==> config.mk <==
export PLATFORM = sky130hd
export DESIGN_NAME = ysyx_24100006_csr_ctrl
export DESIGN_NICKNAME = d
export VERILOG_FILES = /design/src/rtl/ysyx_24100006_csr_pkg.sv /design/src/rtl/ysyx_24100006_csr_alu.sv /design/src/rtl/ysyx_24100006_csr_ctrl.sv
export SDC_FILE = /design/constraint.sdc
export NUM_CORES = 1
export LEC_CHECK = 0
export ABC_AREA = 1
export CAP_MARGIN = 20
export CORE_MARGIN = 2
export CORE_UTILIZATION = 45
export DETAILED_ROUTE_END_ITERATION = 8
export PLACE_DENSITY = 0.92
export SKIP_CTS_REPAIR_TIMING = 1
export SLEW_MARGIN = 10
export SYNTH_ARGS = -nofsm -noshare
export SYNTH_HDL_FRONTEND = slang
export SYNTH_HIERARCHICAL = 1
export SYNTH_SLANG_ARGS = --single-unit
==> constraint.sdc <==
create_clock -name clk -period 6.55 [get_ports clk]
set_input_delay 0.9825 -clock clk [delete_from_list [all_inputs] [get_ports clk]]
set_output_delay 0.9825 -clock clk [all_outputs]
set_load 0.01 [all_outputs]
==> src/rtl/ysyx_24100006_csr_pkg.sv <==
// Shared encodings for the CSR sequencer and the CSR register file:
// instruction ops, sequencer states and machine-mode CSR addresses.
package ysyx_24100006_csr_pkg;

    localparam logic [2:0] OP_CSRRW = 3'd1;
    localparam logic [2:0] OP_CSRRS = 3'd2;
    localparam logic [2:0] OP_CSRRC = 3'd3;
    localparam logic [2:0] OP_ECALL = 3'd4;
    localparam logic [2:0] OP_MRET  = 3'd5;

    localparam logic [2:0] ST_IDLE  = 3'd0;
    localparam logic [2:0] ST_READ  = 3'd1;
    localparam logic [2:0] ST_WRITE = 3'd2;
    localparam logic [2:0] ST_TRAP  = 3'd3;
    localparam logic [2:0] ST_RET   = 3'd4;
    localparam logic [2:0] ST_DONE  = 3'd5;

    localparam logic [11:0] CSR_MSTATUS   = 12'h300;
    localparam logic [11:0] CSR_MTVEC     = 12'h305;
    localparam logic [11:0] CSR_MEPC      = 12'h341;
    localparam logic [11:0] CSR_MCAUSE    = 12'h342;
    localparam logic [11:0] CSR_MVENDORID = 12'hF11;
    localparam logic [11:0] CSR_MARCHID   = 12'hF12;

    function automatic logic is_csr_op(input logic [2:0] op);
        return (op == OP_CSRRW) || (op == OP_CSRRS) || (op == OP_CSRRC);
    endfunction

endpackage

==> src/rtl/ysyx_24100006_csr_alu.sv <==
// Combinational read-modify-write datapath: forms the CSR write value
// from the old CSR contents and the rs1 operand.
module ysyx_24100006_csr_alu
    import ysyx_24100006_csr_pkg::*;
#(
    parameter int DATA_WIDTH = 32
) (
    input  logic [2:0]            op,
    input  logic [DATA_WIDTH-1:0] old,
    input  logic [DATA_WIDTH-1:0] rs1_val,
    output logic [DATA_WIDTH-1:0] wdata
);

    always_comb begin
        wdata = '0;
        case (op)
            OP_CSRRW: wdata = rs1_val;
            OP_CSRRS: wdata = old | rs1_val;
            OP_CSRRC: wdata = old & ~rs1_val;
            default:  wdata = '0;
        endcase
    end

endmodule

==> src/rtl/ysyx_24100006_csr_ctrl.sv <==
// Multi-cycle sequencer for CSRRW/CSRRS/CSRRC/ECALL/MRET between decode and
// the CSR register file, with valid/ready handshakes on both sides.
module ysyx_24100006_csr_ctrl
    import ysyx_24100006_csr_pkg::*;
#(
    parameter int ADDR_WIDTH = 12,
    parameter int DATA_WIDTH = 32
) (
    input  logic                  clk,
    input  logic                  reset,
    input  logic                  in_valid,
    output logic                  in_ready,
    input  logic [2:0]            in_op,
    input  logic [DATA_WIDTH-1:0] in_pc,
    input  logic [ADDR_WIDTH-1:0] in_csr_addr,
    input  logic [DATA_WIDTH-1:0] in_rs1_val,
    input  logic                  in_rs1_zero,
    output logic [ADDR_WIDTH-1:0] csr_raddr,
    input  logic [DATA_WIDTH-1:0] csr_rdata,
    output logic [ADDR_WIDTH-1:0] csr_waddr,
    output logic [DATA_WIDTH-1:0] csr_wdata,
    output logic                  csr_wen,
    output logic                  csr_irq,
    input  logic [DATA_WIDTH-1:0] csr_mtvec,
    input  logic [DATA_WIDTH-1:0] csr_mepc,
    output logic                  out_valid,
    input  logic                  out_ready,
    output logic [DATA_WIDTH-1:0] out_rd_data,
    output logic                  out_redirect,
    output logic [DATA_WIDTH-1:0] out_redirect_pc
);

    logic [2:0]            state;
    logic [2:0]            state_next;
    logic [2:0]            op_q;
    logic [DATA_WIDTH-1:0] pc_q;
    logic [ADDR_WIDTH-1:0] addr_q;
    logic [DATA_WIDTH-1:0] rs1_q;
    logic                  rs1_zero_q;
    logic [DATA_WIDTH-1:0] old_q;
    logic                  redirect_q;
    logic [DATA_WIDTH-1:0] redirect_pc_q;
    logic [DATA_WIDTH-1:0] alu_wdata;

    ysyx_24100006_csr_alu #(
        .DATA_WIDTH(DATA_WIDTH)
    ) u_alu (
        .op     (op_q),
        .old    (old_q),
        .rs1_val(rs1_q),
        .wdata  (alu_wdata)
    );

    always_comb begin
        state_next = state;
        case (state)
            ST_IDLE: begin
                if (in_valid) begin
                    if (is_csr_op(in_op))       state_next = ST_READ;
                    else if (in_op == OP_ECALL) state_next = ST_TRAP;
                    else if (in_op == OP_MRET)  state_next = ST_RET;
                    else                        state_next = ST_DONE;
                end
            end
            ST_READ:  state_next = ST_WRITE;
            ST_WRITE: state_next = ST_DONE;
            ST_TRAP:  state_next = ST_DONE;
            ST_RET:   state_next = ST_DONE;
            ST_DONE:  if (out_ready) state_next = ST_IDLE;
            default:  state_next = ST_IDLE;
        endcase
    end

    // Result fields are cleared on accept so ECALL/MRET/illegal ops return rd=0
    // and only trap/return ops leave a redirect behind.
    always_ff @(posedge clk or posedge reset) begin
        if (reset) begin
            state         <= ST_IDLE;
            op_q          <= '0;
            pc_q          <= '0;
            addr_q        <= '0;
            rs1_q         <= '0;
            rs1_zero_q    <= 1'b0;
            old_q         <= '0;
            redirect_q    <= 1'b0;
            redirect_pc_q <= '0;
        end else begin
            state <= state_next;
            case (state)
                ST_IDLE: begin
                    if (in_valid) begin
                        op_q          <= in_op;
                        pc_q          <= in_pc;
                        addr_q        <= in_csr_addr;
                        rs1_q         <= in_rs1_val;
                        rs1_zero_q    <= in_rs1_zero;
                        old_q         <= '0;
                        redirect_q    <= 1'b0;
                        redirect_pc_q <= '0;
                    end
                end
                ST_READ: old_q <= csr_rdata;
                ST_TRAP: begin
                    redirect_q    <= 1'b1;
                    redirect_pc_q <= csr_mtvec;
                end
                ST_RET: begin
                    redirect_q    <= 1'b1;
                    redirect_pc_q <= csr_mepc;
                end
                default: ;
            endcase
        end
    end

    // CSRRS/CSRRC with rs1=x0 are pure reads and must not disturb side-effecting CSRs.
    always_comb begin
        csr_wen   = (state == ST_WRITE) && !(rs1_zero_q && (op_q != OP_CSRRW));
        csr_irq   = (state == ST_TRAP);
        csr_wdata = '0;
        if (state == ST_WRITE)     csr_wdata = alu_wdata;
        else if (state == ST_TRAP) csr_wdata = pc_q;
    end

    assign csr_raddr       = addr_q;
    assign csr_waddr       = addr_q;
    assign in_ready        = (state == ST_IDLE);
    assign out_valid       = (state == ST_DONE);
    assign out_rd_data     = old_q;
    assign out_redirect    = redirect_q;
    assign out_redirect_pc = redirect_pc_q;

endmodule

# Word-level counts from Yosys, hierarchy flattened
# Index checks and enable logic that the tools add are counted.
[classes]
n_addsub = 0
mul = 0
div_mod_pow = 0
magnitude_cmp = 0
eq_ne = 16
n_shift = 0
n_mux = 14
n_bitwise = 3
reduce_logical = 16
[op_table]
columns = ["op", "count"]
rows = [
  ["case mux 32 bit (3 select lines)", 2],
  ["2-to-1 mux 32 bit", 3],
  ["case mux 32 bit (2 select lines)", 1],
  ["AND 32 bit", 1],
  ["NOT 32 bit", 1],
  ["OR 32 bit", 1],
  ["== test 3 x 2 -> 1 bit, second input constant", 6],
  ["== test 3 bit, second input constant", 4],
  ["2-to-1 mux 3 bit", 4],
  ["case mux 3 bit (4 select lines)", 1],
  ["AND reduction 2 bit", 5],
  ["== test 3 x 1 -> 1 bit, second input constant", 3],
  ["nonzero test 2 bit", 2],
  ["logical NOT 3 bit", 1],
  ["!= test 3 x 1 -> 1 bit, second input constant", 1],
  ["nonzero test 3 bit", 1],
  ["OR reduction 3 bit", 1],
  ["logical AND 1 bit", 2],
  ["logical OR 1 bit", 2],
  ["2-to-1 mux 1 bit", 2],
  ["!= test 2 x 1 -> 1 bit, second input constant", 1],
  ["!= test 2 bit, second input constant", 1],
  ["case mux 1 bit (2 select lines)", 1],
  ["OR reduction 2 bit", 1],
  ["logical NOT 1 bit", 1],
]
[totals]
reg_bits = 148
latchBits = 0
ramBits = 0
rom_bits = 0
inputBits = 180
output_inout_bits = 125
word_cells = 58
n_memories = 0

# Logic depth before layout (Yosys ltp)
# Gate-level depths: netlist (run 1).
[logic_depth]
depth_word = 6
ltp_mapped = 10
ltp_nobuf = 8

# Hierarchy
# Netlist (run 1), hierarchy kept.
[by_module_without_submodules]
columns = ["mod", "n_inst", "cells_per_inst", "area_per_inst_um2", "seq_area_each_um2"]
rows = [
  ["ysyx_24100006_csr_ctrl", 1, 870, 6622.6, 3703.6],
  ["ysyx_24100006_csr_alu", 1, 278, 1222.4, 0.0],
]

# Worst setup path before layout (run 1)
# Ideal clock, no wire load.
[synth_path]
path_type = "reg-to-output"
from = "reg state[2]"
to = "out csr_wdata[22]"
arrival_ns = 1.266
required_ns = 5.568
path_slack_ns = 4.301
path_stages_with_launch = 8
n_path_buf = 2
path_cell_list = "dfrtp_1 > nor2_4 > nand2_1 > inv_2 > buf_4 > buf_2 > nand2_1 > nand2_1"
[synth_between]
elab_chain_cells = 3
word_cells_on_any_way = 4
classes_between = "eq/ne (2); mux (2)"
[synth_rtl]
columns = ["element", "line_no", "source"]
rows = [
  ["start, declared", "ysyx_24100006_csr_ctrl.sv:33", "logic [2:0] state;"],
  ["start signal, assigned", "ysyx_24100006_csr_ctrl.sv:88", "state <= state_next;"],
  ["== test 3 x 2 -> 1 bit", "n/a", ""],
  ["named net csr_irq", "ysyx_24100006_csr_ctrl.sv:23", "output logic csr_irq,"],
  ["2-to-1 mux 32 bit", "ysyx_24100006_csr_ctrl.sv:122", "else if (state == ST_TRAP) csr_wdata = pc_q;"],
  ["2-to-1 mux 32 bit", "ysyx_24100006_csr_ctrl.sv:121", "if (state == ST_WRITE) csr_wdata = alu_wdata;"],
  ["end, declared", "ysyx_24100006_csr_ctrl.sv:21", "output logic [DATA_WIDTH-1:0] csr_wdata,"],
]
# The timed path passes the listed nets, and every way through them passes these cells.

# Worst setup path in the final report (run 1)
[layout_path]
from = "reg state[2]"
to = "out csr_wdata[7]"
[layout_between]
elab_chain_cells = 3
word_cells_on_any_way = 4
classes_between = "eq/ne (2); mux (2)"
[layout_rtl]
columns = ["element", "line_no"]
rows = [
  ["== test 3 x 2 -> 1 bit", "ysyx_24100006_csr_ctrl.sv:122"],
  ["2-to-1 mux 32 bit", "ysyx_24100006_csr_ctrl.sv:122"],
  ["2-to-1 mux 32 bit (*)", "ysyx_24100006_csr_ctrl.sv:121"],
]
# Mark *: on every way between the ends. The rest lies on a longest branch, timed or not.

==> results of run 1 <==
-- worst max path at each step --
stage	depth (start not counted)	startpoint	to	slack, ps
final	6	state[2]	csr_wdata[7]	2240
after global routing	6	state[2]	csr_wdata[17]	1890
after floorplan	1	reset	csr_raddr[0]	1590
after global placement	6	state[2]	csr_wdata[5]	2720
after detailed placement	6	state[2]	csr_wdata[12]	2640
after CTS	6	state[2]	csr_wdata[12]	2180
-- power by group --
part	switching, mW	internal (mW)
logic	1.33	0.978
registers	0.331	1.33
clock network	0.374	0.612
total	2.04	2.92
-- synthesized netlist by cell type --
master / instances / area [um2]
sky130_fd_sc_hd__nand2_1: 632 / 2370
sky130_fd_sc_hd__dfrtp_1: 148 / 3700
sky130_fd_sc_hd__nand3_1: 132 / 661
sky130_fd_sc_hd__inv_1: 104 / 390
sky130_fd_sc_hd__nor2_1: 39 / 146
sky130_fd_sc_hd__buf_2: 33 / 165
sky130_fd_sc_hd__buf_4: 22 / 165
sky130_fd_sc_hd__clkbuf_1: 10 / 37.5
sky130_fd_sc_hd__inv_2: 5 / 18.8
sky130_fd_sc_hd__nor2_4: 4 / 45.0
sky130_fd_sc_hd__buf_6: 3 / 33.8
sky130_fd_sc_hd__nor2_2: 3 / 18.8
sky130_fd_sc_hd__o21ai_0: 3 / 15.0
sky130_fd_sc_hd__nand2_2: 2 / 12.5
sky130_fd_sc_hd__a21oi_1: 1 / 5.00
sky130_fd_sc_hd__buf_1: 1 / 3.75
sky130_fd_sc_hd__clkinv_1: 1 / 3.75
sky130_fd_sc_hd__nand3b_1: 1 / 7.51
sky130_fd_sc_hd__nor2_8: 1 / 20.0
sky130_fd_sc_hd__nor3_1: 1 / 5.00
sky130_fd_sc_hd__o21a_1: 1 / 7.51
sky130_fd_sc_hd__o21bai_1: 1 / 7.51
-- metal layers --
| layer | vias up | GRT usage | wire length [um] |
|---|---|---|---|
| li1 | 3964 | - | - |
| met1 | 3734 | 0.315 | 9580 |
| met2 | 349 | 0.447 | 12300 |
| met3 | 82 | 0.0570 | 1750 |
| met4 | 0 | 0.171 | 1210 |
| met5 | - | 0 | 0 |
-- flip-flops by register name, indices dropped and copies added (netlist names) --
| signal | flops |
|---|---|
| out_rd_data | 32 |
| out_redirect | 1 |
| rs1_zero_q | 1 |
| csr_raddr | 12 |
| op_q | 3 |
| pc_q | 32 |
| out_redirect_pc | 32 |
| state | 3 |
| rs1_q | 32 |
-- cells by family after synthesis --
group | after synthesis
simple gates | 815
buf+inv | 179
flops | 148
compound gates | 6
-- worst max-delay path, stage by stage, from the launching register on --
cell and delay, ps:
sky130_fd_sc_hd__dfrtp_1 450, sky130_fd_sc_hd__nor2_4 620, sky130_fd_sc_hd__nand2_1 210, sky130_fd_sc_hd__inv_2 810, sky130_fd_sc_hd__nand2_1 110, sky130_fd_sc_hd__nand2_1 110
sky130_fd_sc_hd__clkdlybuf4s50_1 560
-- final cells by class --
type	instances	area [um2]
timing repair buffer	311	3130
multi-input combinational	821	3330
sequential	148	3700
clock inverter	7	95.1
fill	1364	5720
tap	225	282
clock buffer	25	505
inverter	110	418
-- per-stage QoR --
stage | hold slack [ps] | setup WS, ps | total power [mW] | util | cell area [um2]
6_report | 472 | 2240 | 4.96 | 0.667 | 11500
5_1_grt | 494 | 1890 | 5.32 | 0.667 | 11500
4_1_cts | 474 | 2180 | 4.95 | 0.664 | 11400
3_5_place_dp | 458 | 2640 | 3.95 | 0.629 | 10800
3_3_place_gp | 453 | 2720 | 3.85 | 0.629 | 10800
2_1_floorplan | 442 | 1590 | 2.99 | - | 7850
==> flow_summary.rst, run 1 <==
.. list-table::
   :header-rows: 1

   * - Metric
     - Value
   * - Initial detailed-routing violation count
     - 620
   * - Final antenna diode count
     - 0
   * - Simple-gate area share of the yosys netlist
     - 0.419
   * - Share of cell area taken by muxes after synthesis
     - 0
   * - Crit path capture type
     - primary output
   * - Relative slew slack
     - 0.300
   * - Std cell rows
     - 48
   * - Post-DR wirelength/cell
     - 15.1 um
   * - Number of vias in the routed layout
     - 8129
   * - Reg-to-reg slack, setup
     - 3970 ps
   * - Peak supply drop
     - 0.240 mV
   * - Number of instances in the placed design
     - 1613
   * - Area delta synth->final
     - 46.1%
   * - Outcome
     - finished, final reports clean
   * - Clock edge transition at the registers on the reported setup and hold paths
     - 60 ps
   * - Portion of the clock cycle consumed by the worst path in the final layout
     - 0.658
   * - Wire length of the first global-routing pass
     - 38900 um
   * - Worst flop-to-flop path endpoint
     - out_redirect_pc[25]
   * - Source-to-sink clock delay at the later pin of the worst-skew pair
     - 420 ps
   * - Number of setup violations in the final report
     - 0
   * - Clock H-tree levels
     - 4
   * - Area share of xor/xnor cells in the synthesized design
     - 0
   * - Largest net degree at the start of global routing
     - 87
   * - Minimum clock period
     - 4310 ps
   * - Critical setup path kind
     - register to primary output
   * - Total DRC errors in the routed layout
     - 0
   * - CP startpoint kind
     - register
   * - Number of detailed-route iterations in the first pass
     - 5
   * - Adder-cell share of the synthesized area
     - 0
   * - Signal arrival time at the worst endpoint
     - 3330 ps
   * - Number of distinct standard cells referenced by the synthesized netlist
     - 22
   * - Count of port buffers added during placement
     - 304
   * - TritonCTS clock tree
     - built
   * - Source of the worst hold timing path
     - out_redirect_pc[19]
   * - Horizontal extent of the die
     - 136 um
   * - Count of state elements after synthesis
     - 148
   * - Floorplan die height
     - 136 um
   * - Share of layout cells above drive strength 1
     - 0.0366
   * - Combined global-route utilization of all metal layers
     - 0.269
   * - Share of the synthesized area in compound gates (AO/OA/AOI/OAI)
     - 0.00447
   * - Total Wirelength
     - 24900 um
   * - Cell count of the worst hold path
     - 2
   * - Mapped Area
     - 0.00785 mm2
   * - GR Overflow Total
     - 0
   * - Combinational family with the most area after synthesis
     - simple AND/OR/NAND/NOR gates
   * - Transition at the pin with the smallest max-transition slack
     - 1050 ps
   * - Mean number of vias per cell
     - 4.94
   * - Net Count, Synth
     - 1328
   * - Maximum operating frequency
     - 232 MHz
   * - Max-cap violations
     - 0
   * - Hold violation count in the final report
     - 0
   * - Post-synthesis average cell area
     - 6.83 um2
   * - Final-layout setup total negative slack
     - 0 ps
   * - Most common library cell in the layout ignoring fill and taps
     - sky130_fd_sc_hd__nand2_1
   * - Detailed Place HPWL
     - 17500 um
   * - Remaining antenna violation count
     - 0
   * - Top-Level Pins
     - 305
   * - Non-filler cells, final
     - 1647
   * - Clock root buffer master
     - sky130_fd_sc_hd__clkbuf_16
   * - Sequential element share of the synthesized area
     - 0.472
   * - Max Buffers Root-to-Sink
     - 2
   * - Number of cells traversed by the worst register-to-register path
     - 7
   * - Warnings from Yosys
     - 6
   * - Synthesized netlist cell count
     - 1148
   * - Commonest cells after routing, fill and taps aside
     - sky130_fd_sc_hd__nand2_1, sky130_fd_sc_hd__clkdlybuf4s50_1, sky130_fd_sc_hd__dfrtp_1, sky130_fd_sc_hd__nand3_1, sky130_fd_sc_hd__inv_1
   * - Unrepaired setup endpoints after global routing
     - no
   * - Max Fanout on Critical Path
     - 65
   * - Die ar.
     - 0.0185 mm2
   * - Standby leakage power
     - 5.93 nW
   * - Endpoint, Worst Hold
     - out_redirect_pc[19]
   * - Area of the core
     - 0.0172 mm2
   * - Number of antenna violations at the first check in global routing
     - 0
   * - Power density cells
     - 432 mW/mm2
   * - Clock tree skew after final layout
     - 5.60 ps
   * - Net count, final
     - 1589
   * - TritonCTS Buffers
     - 17
   * - Count of pins over their slew limit
     - 0
   * - Required time at the worst-slack endpoint
     - 5570 ps
   * - Launch point of the worst reg-to-reg path
     - state[2]
   * - Type of the most critical hold path
     - register to register
   * - Final RePlAce weighted congestion
     - 0.857
   * - Number of clock sinks
     - 148
   * - Effective utilization at floorplan
     - 0.457
   * - Number of global-route vias before repair
     - 7959
(Power assumes the default switching activity.)
==> inputs of run 2 (changes only) <==
--- a/config.mk
+++ b/config.mk
@@ -8,9 +8,9 @@
 export ABC_AREA = 1
 export CAP_MARGIN = 20
 export CORE_MARGIN = 2
-export CORE_UTILIZATION = 45
+export CORE_UTILIZATION = 40
 export DETAILED_ROUTE_END_ITERATION = 8
-export PLACE_DENSITY = 0.92
+export PLACE_DENSITY = 0.87
 export SKIP_CTS_REPAIR_TIMING = 1
 export SLEW_MARGIN = 10
 export SYNTH_ARGS = -nofsm -noshare
==> constraint.sdc (replaced) <==
create_clock -name clk -period 3.7 [get_ports clk]
set_input_delay 0.555 -clock clk [delete_from_list [all_inputs] [get_ports clk]]
set_output_delay 0.555 -clock clk [all_outputs]
set_load 0.01 [all_outputs]
==> run 2 against run 1 <==
- via count is 0.66% lower
- critical path depth is 1 higher
- sequential share of layout area is 0.26 points lower
- sequential power is 77% higher
- count of clock-buffer cells in the layout is 6 lower
- largest power group unchanged
- highest routed layer unchanged
==> flow_summary.rst, run 2 (same netlist as run 1, synthesis figures left out) <==
.. list-table::
   :header-rows: 1

   * - Metric
     - Value
   * - Outcome
     - finished, final reports clean
   * - Type of the most critical hold path
     - register to register
   * - Portion of the clock cycle consumed by the worst path in the final layout
     - 0.935
   * - Net count, final
     - 1594
   * - Minimum clock period
     - 3460 ps
   * - Signal arrival time at the worst endpoint
     - 2900 ps
   * - TritonCTS Buffers
     - 17
   * - Slowest stage cell on the critical path
     - sky130_fd_sc_hd__dfrtp_1
   * - Total DRC errors in the routed layout
     - 0
   * - Initial detailed-routing violation count
     - 592
   * - Endpoint, Worst Hold
     - out_redirect_pc[1]
   * - Clock root buffer master
     - sky130_fd_sc_hd__clkbuf_16
   * - Clock tree skew after final layout
     - 4.96 ps
   * - Number of detailed-route iterations in the first pass
     - 5
   * - Required time at the worst-slack endpoint
     - 3140 ps
   * - Most common library cell in the layout ignoring fill and taps
     - sky130_fd_sc_hd__nand2_1
   * - Detailed Place HPWL
     - 17600 um
   * - Top-Level Pins
     - 305
   * - Final std cell area, no fill
     - 0.0116 mm2
   * - Net Sw Frac
     - 0.413
   * - Number of global-route vias before repair
     - 7623
   * - Number of antenna violations at the first check in global routing
     - 0
   * - Relative slew slack
     - 0.262
   * - Launch point of the worst reg-to-reg path
     - state[2]
   * - DP Worst Slack
     - 726 ps
   * - Power density cells
     - 762 mW/mm2
   * - Mean number of vias per cell
     - 4.78
   * - Std cell rows
     - 51
   * - Setup slack after layout
     - 242 ps
   * - Switching power of the nets
     - 3.63 mW
   * - Number of cells traversed by the worst register-to-register path
     - 7
   * - Max-cap violations
     - 0
   * - Commonest cells after routing, fill and taps aside
     - sky130_fd_sc_hd__nand2_1, sky130_fd_sc_hd__clkdlybuf4s50_1, sky130_fd_sc_hd__dfrtp_1, sky130_fd_sc_hd__nand3_1, sky130_fd_sc_hd__inv_1
   * - Count of port buffers added during placement
     - 304
   * - Delay of the slowest cell on the worst path
     - 670 ps
   * - Share of layout cells above drive strength 1
     - 0.0414
   * - Number of vias in the routed layout
     - 8075
   * - Crit path capture type
     - primary output
   * - Effective utilization at floorplan
     - 0.406
   * - Hold violation count in the final report
     - 0
   * - Post-DR wirelength/cell
     - 14.8 um
   * - Unrepaired setup endpoints after global routing
     - no
   * - Worst flop-to-flop path endpoint
     - pc_q[19]
   * - Path length in cells of the critical path
     - 7
   * - Floorplan die height
     - 144 um
   * - Horizontal extent of the die
     - 144 um
   * - Standby leakage power
     - 5.96 nW
   * - Clock edge transition at the registers on the reported setup and hold paths
     - 60 ps
   * - Peak supply drop
     - 0.375 mV
   * - Buffers and inverters on the worst path
     - 1
   * - Total Wirelength
     - 25000 um
   * - Maximum operating frequency
     - 289 MHz
   * - Fill cell instance count of the final layout
     - 1672
   * - CP startpoint kind
     - register
   * - Count of pins over their slew limit
     - 0
   * - Crit path max-delay family
     - simple AND/OR/NAND/NOR gates
   * - Remaining antenna violation count
     - 0
   * - Source-to-sink clock delay at the later pin of the worst-skew pair
     - 420 ps
   * - Die ar.
     - 0.0207 mm2
   * - Wire length of the first global-routing pass
     - 38800 um
   * - Critical setup path kind
     - register to primary output
   * - Area delta synth->final
     - 47.2%
   * - Transition at the pin with the smallest max-transition slack
     - 1110 ps
   * - Share of power burned in combinational logic
     - 0.462
   * - Cell count of the worst hold path
     - 2
   * - Part of the power in the clock network
     - 0.203
   * - Power share of the sequential group
     - 0.335
   * - Final antenna diode count
     - 0
   * - Combined global-route utilization of all metal layers
     - 0.240
   * - Number of clock sinks
     - 148
   * - Total internal power
     - 5.17 mW
   * - Instance area after placement
     - 0.0109 mm2
   * - Max Fanout on Critical Path
     - 32
   * - TritonCTS clock tree
     - built
   * - Cells along the critical path
     - nand2_2 > nor2_4 > nand2_1 > nand3_1 > nand3_1 > nand2_1 > clkdlybuf4s50_1
   * - Clock H-tree levels
     - 4
   * - Largest net degree at the start of global routing
     - 66
   * - Final-layout setup total negative slack
     - 0 ps
   * - Number of setup violations in the final report
     - 0
   * - Worst slack on hold paths
     - 470 ps
   * - Max Buffers Root-to-Sink
     - 2
   * - GR Overflow Total
     - 0
   * - Reg-to-reg slack, setup
     - 1440 ps
   * - Final RePlAce weighted congestion
     - 0.885
   * - Area of the core
     - 0.0193 mm2
   * - Source of the worst hold timing path
     - out_redirect_pc[1]
run 2: worst max path at each step:
stage	startpoint	endpoint	slack (ps)
final	op_q[0]	csr_wdata[7]	240
after global routing	op_q[0]	csr_wdata[5]	90
after CTS	op_q[0]	csr_wdata[7]	260
after detailed placement	op_q[0]	csr_wdata[7]	730
after global placement	op_q[0]	csr_wdata[31]	740
after floorplan	reset	csr_raddr[0]	1280
run 2: worst register-to-register path, cell delays in order, from the launching register on:
cell and delay (ps):
sky130_fd_sc_hd__dfrtp_1 500, sky130_fd_sc_hd__inv_2 90, sky130_fd_sc_hd__nand2_2 160, sky130_fd_sc_hd__nor2_8 100
sky130_fd_sc_hd__inv_2 630, sky130_fd_sc_hd__buf_4 540, sky130_fd_sc_hd__nand2_1 110, sky130_fd_sc_hd__nand2_1 80
run 2: per-stage QoR:
stage | utilization | cells | total power [mW]
2_1_floorplan | - | 1148 | 5.29
3_3_place_gp | 0.565 | 1659 | 6.87
3_5_place_dp | 0.565 | 1659 | 7.02
4_1_cts | 0.597 | 1690 | 8.84
5_1_grt | 0.597 | 1691 | 9.49
6_report | 0.597 | 1691 | 8.80
run 2: layer usage:
| layer | vias up | part of all wire | track usage |
|---|---|---|---|
| met4 | 0 | 0.023 | 0.0836 |
| li1 | 3983 | - | - |
| met2 | 310 | 0.49 | 0.399 |
| met1 | 3740 | 0.42 | 0.313 |
| met5 | - | 0 | 0 |
| met3 | 42 | 0.070 | 0.0487 |
run 2: cell type report:
cell class	instances	area, um2	area share
clock inverter	12	153	0.0132
timing repair buffer	316	3170	0.274
clock buffer	19	453	0.0392
multi-input combinational	821	3330	0.288
inverter	110	417	0.0361
sequential	148	3700	0.321
tap	265	332	0.0287
run 2: power groups by stage:
stage,registers (mW),clock network [mW],logic [mW]
after floorplan,2.97,0,2.32
after global placement,2.92,0,3.95
after detailed placement,2.95,0,4.07
after CTS,2.94,1.81,4.09
after global routing,3.04,1.89,4.55
final,2.94,1.79,4.07
